==> src/rtl/usart_rx.sv <==
// UART receiver: 8N1 deserialiser feeding a first-word-fall-through circular FIFO.
// Define USART_RX_PARITY_EN for 8E1 frames with a parity_err pulse output.
module usart_rx #(
  parameter int unsigned CLOCKS_PER_BIT  = 868,
  parameter int unsigned FIFO_DEPTH_LOG2 = 4
) (
  input  logic                     clk,
  input  logic                     reset,
  input  logic                     rx,
  input  logic                     rd_en,
  output logic [7:0]               rd_data,
  output logic                     empty,
  output logic                     full,
  output logic [FIFO_DEPTH_LOG2:0] count,
  output logic                     frame_err,
  output logic                     overrun
`ifdef USART_RX_PARITY_EN
  ,
  output logic                     parity_err
`endif
);

  localparam int unsigned CNT_W = 12;
  localparam int unsigned AW    = FIFO_DEPTH_LOG2;
  localparam logic [CNT_W-1:0] HALF_CNT  = CNT_W'(CLOCKS_PER_BIT / 2 - 1);
  localparam logic [CNT_W-1:0] BIT_CNT   = CNT_W'(CLOCKS_PER_BIT - 1);
  localparam logic [AW:0]      DEPTH_CNT = {1'b1, {AW{1'b0}}};

  typedef enum logic [2:0] {
    S_IDLE   = 3'd0,
    S_START  = 3'd1,
    S_DATA   = 3'd2,
`ifdef USART_RX_PARITY_EN
    S_PARITY = 3'd3,
`endif
    S_STOP   = 3'd4,
    S_BRK    = 3'd5
  } state_t;

  state_t           state, state_nxt;
  logic             sync1, rx_s;
  logic [CNT_W-1:0] clk_cnt;
  logic [2:0]       bit_idx;
  logic [7:0]       shift;
  logic             tick_c, push_c, ferr_c, pop_c, push_ok_c, ovr_c;
`ifdef USART_RX_PARITY_EN
  logic             par_bit;
  logic             perr_c;
`endif

  logic [7:0]    mem [2**AW];
  logic [AW-1:0] wr_ptr, rd_ptr;

  // State register
  always_ff @(posedge clk) begin
    if (reset) state <= S_IDLE;
    else       state <= state_nxt;
  end

  // Next-state and per-cycle frame events
  always_comb begin
    state_nxt = state;
    push_c    = 1'b0;
    ferr_c    = 1'b0;
    tick_c    = (state == S_START) ? (clk_cnt == HALF_CNT) : (clk_cnt == BIT_CNT);
`ifdef USART_RX_PARITY_EN
    perr_c    = 1'b0;
`endif
    case (state)
      S_IDLE:  if (!rx_s) state_nxt = S_START;
      S_START: if (tick_c) state_nxt = rx_s ? S_IDLE : S_DATA;
      S_DATA: begin
        if (tick_c && bit_idx == 3'd7) begin
`ifdef USART_RX_PARITY_EN
          state_nxt = S_PARITY;
`else
          state_nxt = S_STOP;
`endif
        end
      end
`ifdef USART_RX_PARITY_EN
      S_PARITY: if (tick_c) state_nxt = S_STOP;
`endif
      S_STOP: begin
        if (tick_c) begin
`ifdef USART_RX_PARITY_EN
          perr_c = ^{shift, par_bit};
          push_c = rx_s && !perr_c;
`else
          push_c = rx_s;
`endif
          ferr_c    = !rx_s;
          state_nxt = rx_s ? S_IDLE : S_BRK;
        end
      end
      S_BRK:   if (rx_s) state_nxt = S_IDLE;
      default: state_nxt = S_IDLE;
    endcase
  end

  assign pop_c     = rd_en && !empty;
  assign push_ok_c = push_c && (!full || pop_c);
  assign ovr_c     = push_c && full && !pop_c;

  // Synchroniser, bit timing, shift register and status pulses
  always_ff @(posedge clk) begin
    if (reset) begin
      sync1     <= 1'b1;
      rx_s      <= 1'b1;
      clk_cnt   <= '0;
      bit_idx   <= '0;
      shift     <= '0;
      frame_err <= 1'b0;
      overrun   <= 1'b0;
`ifdef USART_RX_PARITY_EN
      par_bit    <= 1'b0;
      parity_err <= 1'b0;
`endif
    end else begin
      sync1 <= rx;
      rx_s  <= sync1;
      if (state == S_IDLE || state_nxt != state || tick_c) clk_cnt <= '0;
      else                                                 clk_cnt <= clk_cnt + CNT_W'(1);
      if (state != S_DATA) begin
        bit_idx <= '0;
      end else if (tick_c) begin
        shift[bit_idx] <= rx_s;
        bit_idx        <= bit_idx + 3'd1;
      end
      frame_err <= ferr_c;
      overrun   <= ovr_c;
`ifdef USART_RX_PARITY_EN
      if (state == S_PARITY && tick_c) par_bit <= rx_s;
      parity_err <= perr_c;
`endif
    end
  end

  // FIFO pointers and occupancy
  always_ff @(posedge clk) begin
    if (reset) begin
      wr_ptr <= '0;
      rd_ptr <= '0;
      count  <= '0;
    end else begin
      if (push_ok_c) wr_ptr <= wr_ptr + AW'(1);
      if (pop_c)     rd_ptr <= rd_ptr + AW'(1);
      case ({push_ok_c, pop_c})
        2'b10:   count <= count + (AW+1)'(1);
        2'b01:   count <= count - (AW+1)'(1);
        default: count <= count;
      endcase
    end
  end

  always_ff @(posedge clk) begin
    if (push_ok_c && !reset) mem[wr_ptr] <= shift;
  end

  assign rd_data = mem[rd_ptr];
  assign empty   = (count == '0);
  assign full    = (count == DEPTH_CNT);

endmodule
==> config.mk <==
export PLATFORM = sky130hd
export DESIGN_NAME = usart_rx
export DESIGN_NICKNAME = d
export VERILOG_FILES = /design/src/rtl/usart_rx.sv
export SDC_FILE = /design/constraint.sdc
export NUM_CORES = 1
export LEC_CHECK = 0
export CORE_ASPECT_RATIO = 1.2
export CORE_MARGIN = 2
export CORE_UTILIZATION = 40
export DETAILED_ROUTE_END_ITERATION = 12
export HOLD_SLACK_MARGIN = 0.1
export PLACE_DENSITY_LB_ADDON = 0.2
export SLEW_MARGIN = 15
export SYNTH_ARGS = -nofsm -noshare
export SYNTH_HDL_FRONTEND = slang
export SYNTH_SLANG_ARGS = --single-unit
export TNS_END_PERCENT = 50
==> constraint.sdc <==
create_clock -name clk -period 4.5 [get_ports clk]
set_input_delay 0.9 -clock clk [delete_from_list [all_inputs] [get_ports clk]]
set_output_delay 0.9 -clock clk [all_outputs]
set_load 0.01 [all_outputs]
# Word level (Yosys, flattened, before mapping)
# Memories as Yosys holds them, arrays and structs flattened. A register that Yosys moved wholly into a read port is not among the register bits.
# Cells that the tools add are included.
classes:
  n_addsub: 6
  order_cmp: 2
  n_reduce_logical: 22
  bitwise: 3
  n_mux: 19
  eq_ne: 12
ops:
  columns: ["cell", "n"]
  rows:
  - ["2-to-1 mux 3 bit", 6]
  - ["case mux 3 bit (5 select lines)", 1]
  - ["adder 12 x 1 -> 12 bit, second input constant", 1]
  - ["equality test 12 x 10 -> 1 bit, second input constant", 1]
  - ["equality test 12 x 9 -> 1 bit, second input constant", 1]
  - ["case mux 5 bit (2 select lines)", 1]
  - ["equality test 3 bit, second input constant", 3]
  - ["adder 4 x 1 -> 4 bit, second input constant", 2]
  - ["bitwise mux 8 bit", 1]
  - ["2-to-1 mux 4 bit", 2]
  - ["logical AND 1 bit", 7]
  - ["2-to-1 mux 1 bit", 6]
  - ["adder 5 x 1 -> 5 bit, second input constant", 1]
  - ["equality test 5 bit, second input constant", 1]
  - ["logical NOT 1 bit", 5]
  - ["logical NOT 5 bit", 1]
  - ["subtractor 5 x 1 -> 5 bit, second input constant", 1]
  - ["less-than comparator 3 x 4 -> 1 bit, second input constant", 1]
  - ["OR reduction 2 bit", 2]
  - ["adder 3 x 1 -> 3 bit, second input constant", 1]
  - ["demux 1 bit (select 3 bit)", 1]
  - ["equality test 3 x 1 -> 1 bit, second input constant", 1]
  - ["equality test 3 x 2 -> 1 bit, second input constant", 1]
  - ["greater-or-equal comparator 3 x 1 -> 1 bit, second input constant", 1]
  - ["11 further kinds", 15]
totals:
  n_memories: 1
  regBits: 43
  out_inout_bits: 17
  mem_bits_rw: 128
  wordCells: 76
  input_bits: 4
mem_list:
  columns: ["memory", "words", "word_bits", "rd", "rd_ports_with_merged_regs", "wr", "line_no", "rtl"]
  rows:
  - ["mem", 16, 8, 1, 1, 1, "51", "logic [7:0] mem [2**AW];"]

# Logic depth before layout (Yosys ltp)
depth:
  ltp_word: 9
  depth_mapped: 12
  mapped_depth_nobuf: 11

# Least setup slack after synthesis
# No wires, ideal clock.
synth_timing:
  path_kind: "register to register"
  startpoint: "register state[1]"
  endpoint: "register count[4]"
  required_ns: 4.379
  path_slack_ns: 1.655
  t_arrival_ns: 2.724
  stages_incl_launch_ff: 11
  n_path_buf: 1
  synth_period_minus_slack_ns: 2.845
  setup_ns: 0.121
  path_cell_list: "dfxtp_1 buf_2 nor3b_2 or3_4 a21oi_1 a21oi_1 ha_1 a21o_1 a21oi_1 mux2i_1 mux2_2"
synth_between:
  elab_chain_cells: 7
  elab_cells_between_ends: 10
  classes_between: "4 x eq/ne; 4 x mux; 2 x reduce/logical"
synth_rtl:
  columns: ["item", "line_no", "rtl"]
  rows:
  - ["start, declared", "40", "state_t state, state_nxt;"]
  - ["start signal, assigned", "57", "else state <= state_nxt;"]
  - ["equality test 3 x 1 -> 1 bit", "65", "tick_c = (state == S_START) ? (clk_cnt == HALF_CNT) : (clk_cnt == BIT_CNT);"]
  - ["2-to-1 mux 1 bit", "65", null]
  - ["2-to-1 mux 1 bit", "85", "if (tick_c) begin"]
  - ["2-to-1 mux 1 bit *", "69", "case (state)"]
  - ["logical AND 1 bit *", "102", "assign push_ok_c = push_c && (!full || pop_c);"]
  - ["equality test 2 x 1 -> 1 bit or equality test 2 bit (tied branches)", "148", "case ({push_ok_c, pop_c})"]
  - ["case mux 5 bit (2 select lines) or nonzero test 2 bit (tied branches)", null, null]
  - ["end signal, assigned", "149", "2'b10: count <= count + (AW+1)'(1);"]
  - ["end signal, assigned", "150", "2'b01: count <= count - (AW+1)'(1);"]
  - ["end signal, assigned", "151", "default: count <= count;"]
  - ["end, declared", "14", "output logic [FIFO_DEPTH_LOG2:0] count,"]
# Every way passes the cells marked *; elsewhere a longest branch is shown, timed or not.
# A chain may end at the register's enable or synchronous reset.

==> flow_summary.json <==
{
  "dpl.hpwl_um": 9530,
  "status": "finished clean",
  "place_congestion": 0.732,
  "vdd_drop_max_mv": 0.244,
  "wl_per_cell_um": 20.6,
  "grt_max_degree": 33,
  "max_cap_viol_count": 0,
  "die_h_um": 150,
  "syn_area_um2": 7140,
  "syn_avg_cell_area_um2": 16.3,
  "tns_ns": 0,
  "cp_top_family": "multiplexers",
  "finalCriticalPeriod_ns": 3.69,
  "crit_chain": "buf_12 -> mux4_2 -> mux4_2 -> clkdlybuf4s50_1",
  "synthArstFlopShare_pct": 0,
  "max_stage_delay_ns": 0.57,
  "crit_path_end_kind": "primary output",
  "antenna_found_initial": 0,
  "timing.fmax_mhz": 271,
  "critPathBufInv": 2,
  "drt_first_pass_iters": 6,
  "cts_resized": 0,
  "synth_edf_count": 128,
  "wirelength_um": 14400,
  "drc_errors": 0,
  "diodes": 0,
  "antenna_left": 0,
  "rows": 53,
  "start_util_pct": 40.8,
  "synthCells": 437,
  "htreeDepth": 4,
  "layout_common_cells": "edfxtp_1, dfxtp_1, nor2_1, mux4_2, clkdlybuf4s50_1",
  "yosysWarnings": 0,
  "r2r_setup_slack_ns": 1.16,
  "cp_slowest_cell": "mux4_2",
  "core_um2": 17500,
  "syn_nets": 453,
  "cts.sinks": 175,
  "chipWidth_um": 126,
  "nets": 482,
  "drive_gt1_share_pct": 19.8,
  "fin_crit_sh_pct": 81.9,
  "crit_type": "register to primary output",
  "io_pins": 21,
  "first_iter_violations": 290,
  "max_slew_margin_pct": 48.5,
  "worst_pin_slew_ns": 0.769,
  "clk_pin_slew_worst_paths_ns": 0.06,
  "grt_pass1_wl_um": 22600,
  "p_leak_nw": 2.69,
  "hold_class": "register to register",
  "path_common_cell": "mux4_2",
  "ys_seq_area_share_pct": 67.0,
  "crit_path_start_kind": "register",
  "worst_hold_slack_ns": 0.412,
  "num-fill-cells": 1561,
  "required_ns": 3.60,
  "register_area_um2": 4790,
  "synth_top_flop_cell": "edfxtp_1",
  "numPortBuffers": 20,
  "rsz0062_at_grt": "false",
  "holdBufCountCts": 0,
  "cts.path.max_buffers": 2,
  "clock_skew_ns": 0.0154,
  "p_per_area_nw_per_um2": 382,
  "synth_cell_types": 52,
  "crit_path_max_fanout": 25,
  "ys_seq_elements": 175,
  "clkLatencyLatePin_ns": 0.43,
  "cts_setup_buffers": 0,
  "clockRootBuffer": "clkbuf_16",
  "grt.total_usage_pct": 16.3,
  "area_growth_pct": 14.5,
  "place_ws_ns": 1.18,
  "cts_tree": "built",
  "dieArea_um2": 18900,
  "cts-buffers-inserted": 17,
  "num_vias": 3738,
  "viasPerCell": 5.35,
  "setup_violations": 0,
  "critical_path_arrival_ns": 2.79,
  "mostFrequentLayoutCell": "edfxtp_1",
  "final_max_slew_viol_count": 0,
  "grt_pass1_vias": 3905,
  "grt_overflow_total": 0,
  "multiInputGateArea_um2": 2230,
  "finalHoldViolations": 0,
  "finalWorstSetupSlack_ns": 0.812
}
==> through the flow <==
| stage | util, % | total power, W | area [um^2] | cells |
|---|---|---|---|---|
| floorplan | - | 0.00175 | 7140 | 437 |
| global placement | 43.4 | 0.00176 | 7600 | 667 |
| detailed placement | 43.4 | 0.00176 | 7600 | 667 |
| CTS | 46.7 | 0.00316 | 8170 | 699 |
| global route | 46.7 | 0.00322 | 8170 | 699 |
| finish | 46.7 | 0.00312 | 8170 | 699 |
==> layer usage <==
| metal | GRT usage, % | up-vias | share of wire [%] | wire length, um |
|---|---|---|---|---|
| met1 | 19.8 | 1916 | 41 | 5930 |
| met5 | 0 | - | 0 | 0 |
| met4 | 5.11 | 0 | 0.79 | 114 |
| met2 | 29.0 | 73 | 54 | 7830 |
| li1 | - | 1741 | - | - |
| met3 | 3.80 | 8 | 3.8 | 548 |
==> power breakdown <==
group	internal, W	switching [W]	total, W
sequential	0.00171	0.00000294	0.00171
clock	0.000791	0.000603	0.00139
combinational	0.00000649	0.00000816	0.0000147
total	0.00251	0.000614	0.00312
==> logic make-up after synthesis <==
kind of cell	Yosys count	share of synthesized area (%)
and+or+nand+nor	122	9.38
buffers and inverters	29	1.75
adders and majority gates	12	2.21
xor gates and xnor gates	21	2.58
AOI/OAI and AO/OA	24	2.44
muxes	54	14.6
DFF	175	67.0
==> synth_stat cells, types with 5 or more instances <==
cell	n	area share (%)
xor2_1	11	1.3
nand3_1	7	0.49
nor2_1	43	2.3
nor3_1	8	0.56
and3_1	10	0.88
nand4_1	5	0.44
ha_1	11	1.9
edfxtp_1	128	54
xnor2_1	10	1.2
dfxtp_1	47	13
inv_1	11	0.58
mux2i_1	12	1.7
clkbuf_1	10	0.53
mux4_2	40	13
nand2_1	14	0.74
a21oi_1	10	0.70
==> final timing paths <==
path             from  cells past startpoint          to
max          register                      4  rd_data[2]
min             sync1                      1        rx_s
max reg2reg  state[2]                      9    count[4]
min reg2reg     sync1                      1        rx_s
==> flip-flops by register name (all words and copies together) (netlist names), named ones only <==
| signal | flops |
|---|---|
| clk_cnt | 12 |
| shift | 8 |
| mem | 128 |
| bit_idx | 3 |
| rx_s | 1 |
| state | 3 |
| wr_ptr | 4 |
| frame_err | 1 |
| overrun | 1 |
| rd_ptr | 4 |
| sync1 | 1 |
| count | 5 |
==> layout make-up <==
class / count / share of cell area [%]
clock inverters: 10 / 0.888
repair buffers: 28 / 3.34
inverters: 11 / 0.505
multi-input cells: 233 / 27.3
clock buffers: 22 / 6.08
well taps: 220 / 3.37
flip-flops and latches: 175 / 58.6
(Power assumes the default switching activity.)
